--- src/rtl/am_audio_pkg.sv ---
// Shared definitions for the AM audio back end: FSM state encoding, gain
// limits (unsigned Q4.4) and the signed saturation helper.
package am_audio_pkg;

    typedef enum logic [2:0] {
        ST_IDLE,
        ST_DC,
        ST_MUL,
        ST_SAT,
        ST_AGC
    } state_e;

    localparam logic [7:0] GAIN_UNITY = 8'd16;
    localparam logic [7:0] GAIN_MIN   = 8'd1;
    localparam logic [7:0] GAIN_MAX   = 8'd255;

    // Clamp v into the range of a w-bit two's complement number.
    function automatic logic signed [31:0] sat_clamp(input logic signed [31:0] v,
                                                     input int unsigned w);
        logic signed [31:0] hi;
        logic signed [31:0] lo;
        hi = (32'sd1 <<< (w - 1)) - 32'sd1;
        lo = -(32'sd1 <<< (w - 1));
        if (v > hi) begin
            return hi;
        end else if (v < lo) begin
            return lo;
        end
        return v;
    endfunction

endpackage

--- src/rtl/am_audio_agc_mult.sv ---
// Sequential signed x unsigned shift-add multiplier, one multiplier bit per
// cycle, LSB first. start_i loads the operands; BW busy cycles follow and
// done_c is high during the last of them, so prod_o is final on the edge
// that ends the done_c cycle.
// Ports:
//   clk, rst_n  - clock, async active-low reset
//   start_i     - load a_i/b_i and begin
//   a_i         - signed multiplicand, AW bits
//   b_i         - unsigned multiplier, BW bits
//   done_c      - combinational: current cycle is the final accumulate step
//   prod_o      - signed product, AW+BW bits (registered)
module shift_add_mult #(
    parameter int unsigned AW = 17,
    parameter int unsigned BW = 8
) (
    input  logic                 clk,
    input  logic                 rst_n,
    input  logic                 start_i,
    input  logic signed [AW-1:0] a_i,
    input  logic [BW-1:0]        b_i,
    output logic                 done_c,
    output logic signed [AW+BW-1:0] prod_o
);

    localparam int unsigned PW = AW + BW;
    localparam int unsigned CW = (BW > 1) ? $clog2(BW) : 1;

    logic signed [PW-1:0] mcand_q, mcand_d;
    logic signed [PW-1:0] prod_q, prod_d;
    logic [BW-1:0]        mplier_q, mplier_d;
    logic [CW-1:0]        cnt_q, cnt_d;
    logic                 busy_q, busy_d;

    assign done_c = busy_q && (cnt_q == CW'(BW - 1));
    assign prod_o = prod_q;

    // Next-state: load on start, otherwise add shifted multiplicand per bit.
    always_comb begin
        mcand_d  = mcand_q;
        prod_d   = prod_q;
        mplier_d = mplier_q;
        cnt_d    = cnt_q;
        busy_d   = busy_q;
        if (start_i) begin
            mcand_d  = PW'(a_i);
            mplier_d = b_i;
            prod_d   = '0;
            cnt_d    = '0;
            busy_d   = 1'b1;
        end else if (busy_q) begin
            if (mplier_q[0]) begin
                prod_d = prod_q + mcand_q;
            end
            mcand_d  = mcand_q <<< 1;
            mplier_d = mplier_q >> 1;
            cnt_d    = cnt_q + CW'(1);
            if (done_c) begin
                busy_d = 1'b0;
            end
        end
    end

    always_ff @(posedge clk or negedge rst_n) begin
        if (!rst_n) begin
            mcand_q  <= '0;
            prod_q   <= '0;
            mplier_q <= '0;
            cnt_q    <= '0;
            busy_q   <= 1'b0;
        end else begin
            mcand_q  <= mcand_d;
            prod_q   <= prod_d;
            mplier_q <= mplier_d;
            cnt_q    <= cnt_d;
            busy_q   <= busy_d;
        end
    end

endmodule

--- src/rtl/am_audio_agc.sv ---
// AM audio back end: DC removal by leaky integrator, AGC gain via an 8-cycle
// shift-add multiply, saturation to a signed BITS_OUT sample.
// Ports:
//   CLK, RSTb  - clock, async active-low reset
//   demod_in   - unsigned envelope magnitude, valid with in_tick
//   in_tick    - input sample strobe (dropped unless idle)
//   audio_out  - saturated signed audio sample
//   out_tick   - one-cycle strobe when audio_out/gain_out update
//   gain_out   - current gain, unsigned Q4.4
//   overrun    - one-cycle pulse after a dropped in_tick
module am_audio_agc
    import am_audio_pkg::*;
#(
    parameter int unsigned BITS         = 16,
    parameter int unsigned BITS_OUT     = 8,
    parameter int unsigned DC_SHIFT     = 10,
    parameter int unsigned TARGET       = 24576,
    parameter int unsigned HOLD_SAMPLES = 2048
) (
    input  logic                       CLK,
    input  logic                       RSTb,
    input  logic [BITS-1:0]            demod_in,
    input  logic                       in_tick,
    output logic signed [BITS_OUT-1:0] audio_out,
    output logic                       out_tick,
    output logic [7:0]                 gain_out,
    output logic                       overrun
);

    localparam int unsigned OSH = BITS + 1 - BITS_OUT;
    localparam int unsigned AW  = BITS + DC_SHIFT;
    localparam int unsigned YW  = BITS + 1;
    localparam int unsigned PW  = BITS + 9;
    localparam int unsigned ZW  = PW - 4;
    localparam int unsigned SW  = ZW - OSH;
    localparam int unsigned HW  = (HOLD_SAMPLES > 1) ? $clog2(HOLD_SAMPLES) : 1;

    state_e                     state_q, state_d;
    logic [BITS-1:0]            x_q, x_d;
    logic [AW-1:0]              acc_q, acc_d;
    logic                       seed_q, seed_d;
    logic signed [BITS_OUT-1:0] s_q, s_d;
    logic                       over_q, over_d;
    logic [7:0]                 gain_q, gain_d;
    logic [HW-1:0]              hold_q, hold_d;
    logic signed [BITS_OUT-1:0] audio_q, audio_d;
    logic                       out_tick_q, out_tick_d;
    logic                       overrun_q, overrun_d;

    logic [BITS-1:0]            avg_c;
    logic signed [YW-1:0]       y_c;
    logic                       mult_done_c;
    logic signed [PW-1:0]       prod;
    logic signed [ZW-1:0]       z_c;
    logic signed [SW-1:0]       sh_c;
    logic [ZW-1:0]              mag_c;

    // High-pass: subtract the tracked carrier level; forced to 0 while seeding.
    assign avg_c = acc_q[AW-1:DC_SHIFT];
    assign y_c   = seed_q ? '0 : (signed'({1'b0, x_q}) - signed'({1'b0, avg_c}));

    shift_add_mult #(
        .AW(YW),
        .BW(8)
    ) u_mult (
        .clk    (CLK),
        .rst_n  (RSTb),
        .start_i(state_q == ST_DC),
        .a_i    (y_c),
        .b_i    (gain_q),
        .done_c (mult_done_c),
        .prod_o (prod)
    );

    // Q4.4 gain back to unity scale, then output scaling and magnitude.
    assign z_c   = ZW'(prod >>> 4);
    assign sh_c  = SW'(z_c >>> OSH);
    assign mag_c = z_c[ZW-1] ? ZW'(-z_c) : ZW'(z_c);

    // Next-state and output logic.
    always_comb begin
        state_d    = state_q;
        x_d        = x_q;
        acc_d      = acc_q;
        seed_d     = seed_q;
        s_d        = s_q;
        over_d     = over_q;
        gain_d     = gain_q;
        hold_d     = hold_q;
        audio_d    = audio_q;
        out_tick_d = 1'b0;
        overrun_d  = in_tick && (state_q != ST_IDLE);

        case (state_q)
            ST_IDLE: begin
                if (in_tick) begin
                    x_d     = demod_in;
                    state_d = ST_DC;
                end
            end
            ST_DC: begin
                if (seed_q) begin
                    acc_d  = AW'(x_q) << DC_SHIFT;
                    seed_d = 1'b0;
                end else begin
                    acc_d = acc_q + AW'(y_c);
                end
                state_d = ST_MUL;
            end
            ST_MUL: begin
                if (mult_done_c) begin
                    state_d = ST_SAT;
                end
            end
            ST_SAT: begin
                s_d     = BITS_OUT'(sat_clamp(32'(sh_c), BITS_OUT));
                over_d  = 32'(mag_c) > TARGET;
                state_d = ST_AGC;
            end
            ST_AGC: begin
                audio_d    = s_q;
                out_tick_d = 1'b1;
                if (over_q) begin
                    gain_d = (gain_q > GAIN_MIN) ? (gain_q - 8'd1) : GAIN_MIN;
                    hold_d = '0;
                end else if (hold_q == HW'(HOLD_SAMPLES - 1)) begin
                    gain_d = (gain_q < GAIN_MAX) ? (gain_q + 8'd1) : GAIN_MAX;
                    hold_d = '0;
                end else begin
                    hold_d = hold_q + HW'(1);
                end
                state_d = ST_IDLE;
            end
            default: begin
                state_d = ST_IDLE;
            end
        endcase
    end

    always_ff @(posedge CLK or negedge RSTb) begin
        if (!RSTb) begin
            state_q    <= ST_IDLE;
            x_q        <= '0;
            acc_q      <= '0;
            seed_q     <= 1'b1;
            s_q        <= '0;
            over_q     <= 1'b0;
            gain_q     <= GAIN_UNITY;
            hold_q     <= '0;
            audio_q    <= '0;
            out_tick_q <= 1'b0;
            overrun_q  <= 1'b0;
        end else begin
            state_q    <= state_d;
            x_q        <= x_d;
            acc_q      <= acc_d;
            seed_q     <= seed_d;
            s_q        <= s_d;
            over_q     <= over_d;
            gain_q     <= gain_d;
            hold_q     <= hold_d;
            audio_q    <= audio_d;
            out_tick_q <= out_tick_d;
            overrun_q  <= overrun_d;
        end
    end

    assign audio_out = audio_q;
    assign out_tick  = out_tick_q;
    assign gain_out  = gain_q;
    assign overrun   = overrun_q;

endmodule

--- config.mk ---
export PLATFORM = sky130hd
export DESIGN_NAME = am_audio_agc
export DESIGN_NICKNAME = d
export VERILOG_FILES = /design/src/rtl/am_audio_pkg.sv /design/src/rtl/am_audio_agc_mult.sv /design/src/rtl/am_audio_agc.sv
export SDC_FILE = /design/constraint.sdc
export NUM_CORES = 1
export LEC_CHECK = 0
export ABC_AREA = 1
export ABC_CLOCK_PERIOD_IN_PS = 7700
export BUFFER_PORTS_ARGS = -buffer_cell sky130_fd_sc_hd__clkbuf_2
export CAP_MARGIN = 20
export CORE_MARGIN = 2
export CORE_UTILIZATION = 54
export DETAILED_ROUTE_END_ITERATION = 10
export PLACE_DENSITY = 0.71
export SLEW_MARGIN = 20
export SYNTH_ARGS = -nofsm -noshare
export SYNTH_HDL_FRONTEND = slang
export SYNTH_SLANG_ARGS = --single-unit
--- constraint.sdc ---
create_clock -name CLK -period 7.7 [get_ports CLK]
set_clock_uncertainty 0.2 [all_clocks]
set_input_delay 0.77 -clock CLK [delete_from_list [all_inputs] [get_ports CLK]]
set_output_delay 0.77 -clock CLK [all_outputs]
set_load 0.02 [all_outputs]
==> summary.md <==
| Metric | Value |
|---|---|
| DRT antenna net count | `0` |
| Arr. time, crit path | `4120 ps` |
| Fillers | `1905` |
| Clk Latency, worst-skew pair | `440 ps` |
| RR Endpoint | `acc_q[22]` |
| Worst setup SP type | `flop` |
| Period utilisation layout | `51.83%` |
| Cells resized by post-CTS repair | `0` |
| CP cell instances | `inv_1, ha_1, fa_1, inv_1, nand3_1, nand2_1, nand3_1, nand2_1, nand2_1, nand2_1, inv_1, ha_1, nand2_1, nor2_1, nand2_1, nor2_1, o21ai_0, nand4_1, nand3_1, nand2_1, nand2_1` |
| Tmin final | `approximately 4000 ps` |
| Initial Utilization | `55.32%` |
| Deepest level of the CTS H-tree | `4` |
| Count of cell types in the netlist | `53` |
| Worst slew margin | `35.48%` |
| Synth area leader | `dfrtp_1` |
| Footprint of the multi-input gates | `approximately 0.0062 mm2` |
| Total track usage | `about 28%` |
| # rows | `51` |
| Synthesized Nets | `about 1700` |
| Gr ovfl total | `0` |
| Root buf cell | `clkbuf_16` |
| # DRC | `0` |
| Mean post-synth cell area | `6.858 um2` |
| Hold Violations, Final | `0` |
| Sequential element share of the synthesized area | `about a third` |
| Core Area | `0.01953 mm2` |
| I/O pins | `37` |
| DIE HEIGHT | `145.4 um` |
| Primary FF master, synth | `dfrtp_1` |
| Share of cells above drive strength 1 | `6.141%` |
| Post-synth top cells | `379 x nand2_1, 206 x inv_1, 167 x nor2_1` |
| Crit path max-delay cell type | `ha_1` |
| DR pass1 iterations | `6` |
| Clock transition at path regs | `around 70 ps` |
| Via count | `10531` |
| Min-Delay Path Class | `in -> async` |
| CTS buffer count | `17` |
| Cts hold-fix bufs | `0` |
| 1st-iter DRT viols | `781` |
| Fmax | `0.2506 GHz` |
| Post-Route WL | `between 20000 and 30000 um` |
| Critical Path RT | `7830 ps` |
| Area of the mapped netlist | `0.01080 mm2` |
| Status | `completed` |
| Area growth, synth to finish | `9.198%` |
| Syn Inst Count | `about 1600` |
| Max Slew Vio Count | `0` |
| Die W | `145.4 um` |
| Diode count | `0` |
| Hpwl dp | `22300 um` |
| Initial antenna violation count | `0` |
| Average wire per cell in the routed design | `between 15 and 20 um` |
| Top cell type's share of synthesized area | `33.36%` |
| Worst reg2reg startpoint | `x_q[0]` |
| Post CTS Setup Buffer Count | `0` |
| Critical path class | `reg -> reg` |
| I/O Buffers | `36` |
| Crit-path max cell delay | `480 ps` |
| Final Setup Violations | `0` |
| Max cap viols | `0` |
| Most numerous cell in the Yosys netlist | `nand2_1` |
| Synthesis Warnings | `0` |
| R2R Setup Slk | `3710 ps` |
| Clock buffer depth | `2` |
| Largest net degree at the start of global routing | `78` |
| RSZ-0062 raised after global routing | `false` |
| TNS Setup | `0 ps` |
| Critical Path Sink Type | `flop` |
| Crit path top cell by count | `nand2_1` |
| Flops & latches, synth | `146` |
| CTS tree | `yes` |
| Reg2reg path depth | `21` |
| Die area | `around 0.021 mm2` |
| Crit Path Max Fanout | `10` |
| Largest cells by area after synthesis | `dfrtp_1 33%, nand2_1 13%, ha_1 8.3%, inv_1 7.2%, a21oi_1 7.0%` |
| Vias per cell | `~5.6` |
| Slew @ Worst Pin | `967.8 ps` |
| Clk sink count | `146` |
| Final nets | `approximately 1700` |
| FF+latch area | `between 0.003 and 0.004 mm2` |
| GP Congestion | `0.9798` |
| Number of global-route vias before repair | `10045` |
| Asr flop ratio synth | `100.0%` |
| Number of flops mapped to enable cells by yosys | `0` |
| First-pass GRT wire length | `48840 um` |
[metal layers]
layer  global-route usage (%)  up-vias  part of all wire, %
met2                    48.48      303                   48
met4                    10.44        0                  2.8
li1                         -     5260                    -
met1                    36.48     4899                   45
met3                    3.386       69                  4.5
met5                        0        -                    0
[layout make-up]
class | instances | area share, %
multi-input cells | 1179 | 52.52
flip-flops and latches | 146 | 31.00
inverters | 214 | 6.810
clock buffers | 17 | 3.607
well taps | 265 | 2.811
repair buffers | 41 | 1.899
clock inverters | 15 | 1.358
[placed cells by master (no fill, tap or decap), drive strengths merged, types with 15 or more instances in the layout]
cell,netlist,layout
xor2,18,18
inv,212,221
nor3,20,20
a21oi,151,151
nor2,171,171
clkbuf,25,52
ha,72,72
nand3,121,121
nand4,15,15
nand2,382,382
o21ai,135,135
dfrtp,144,144
[critical path, delay by kind of cell, from the launching register on]
kind,cells,cell delay [ps]
and+or+nand+nor,14,1680
adders and majority gates,3,1140
buffers and inverters,3,360
DFF,1,320
AOI/OAI and AO/OA,1,200
[per-stage QoR]
stage | util, % | area (um2) | setup WS (ps) | hold slack, ps | cells
finish | 60.41 | 11800 | 3709 | 142.4 | 1877
global route | 60.41 | 11800 | 3422 | 198.1 | 1877
CTS | 60.41 | 11800 | 3789 | 165.7 | 1877
detailed placement | 57.41 | 11210 | 3813 | 270.7 | 1845
global placement | 57.41 | 11210 | 3794 | 261.7 | 1845
floorplan | - | 10800 | 4428 | 249.1 | 1575
[state kept, by name (all words and copies together) (netlist names), 3 cells and up]
signal           cells
gain_out             8
u_mult.cnt_q         3
u_mult.mplier_q      8
u_mult.mcand_q      25
hold_q              11
state_q              3
u_mult.prod_o       25
s_q                  8
acc_q               26
audio_out            8
x_q                 16
[cells by family (layout without fill, tap and decap cells)]
logic type               count (synthesis)  in the layout  synth area share [%]
XOR/XNOR                                27             27                 2.189
AND/OR/NAND/NOR                        723            723                 28.19
AO/OA/AOI/OAI                          354            354                 18.07
buffers and inverters                  250            287                 8.803
adder cells (fa/ha/maj)                 75             75                 8.896
flip-flops                             146            146                 33.85
[how the worst max path moves through the flow]
| stage | startpoint | to | slack [ps] | depth (start not counted) |
|---|---|---|---|---|
| floorplan | acc_q[10] | acc_q[25] | 4430 | 23 |
| global placement | x_q[0] | acc_q[22] | 3790 | 21 |
| detailed placement | x_q[0] | acc_q[22] | 3810 | 21 |
| CTS | x_q[0] | acc_q[22] | 3790 | 21 |
| global route | x_q[0] | acc_q[25] | 3420 | 24 |
| finish | x_q[0] | acc_q[22] | 3710 | 21 |
Power is not shown: default switching activity piles up to over one toggle a cycle in this logic, so the estimate is an artifact.
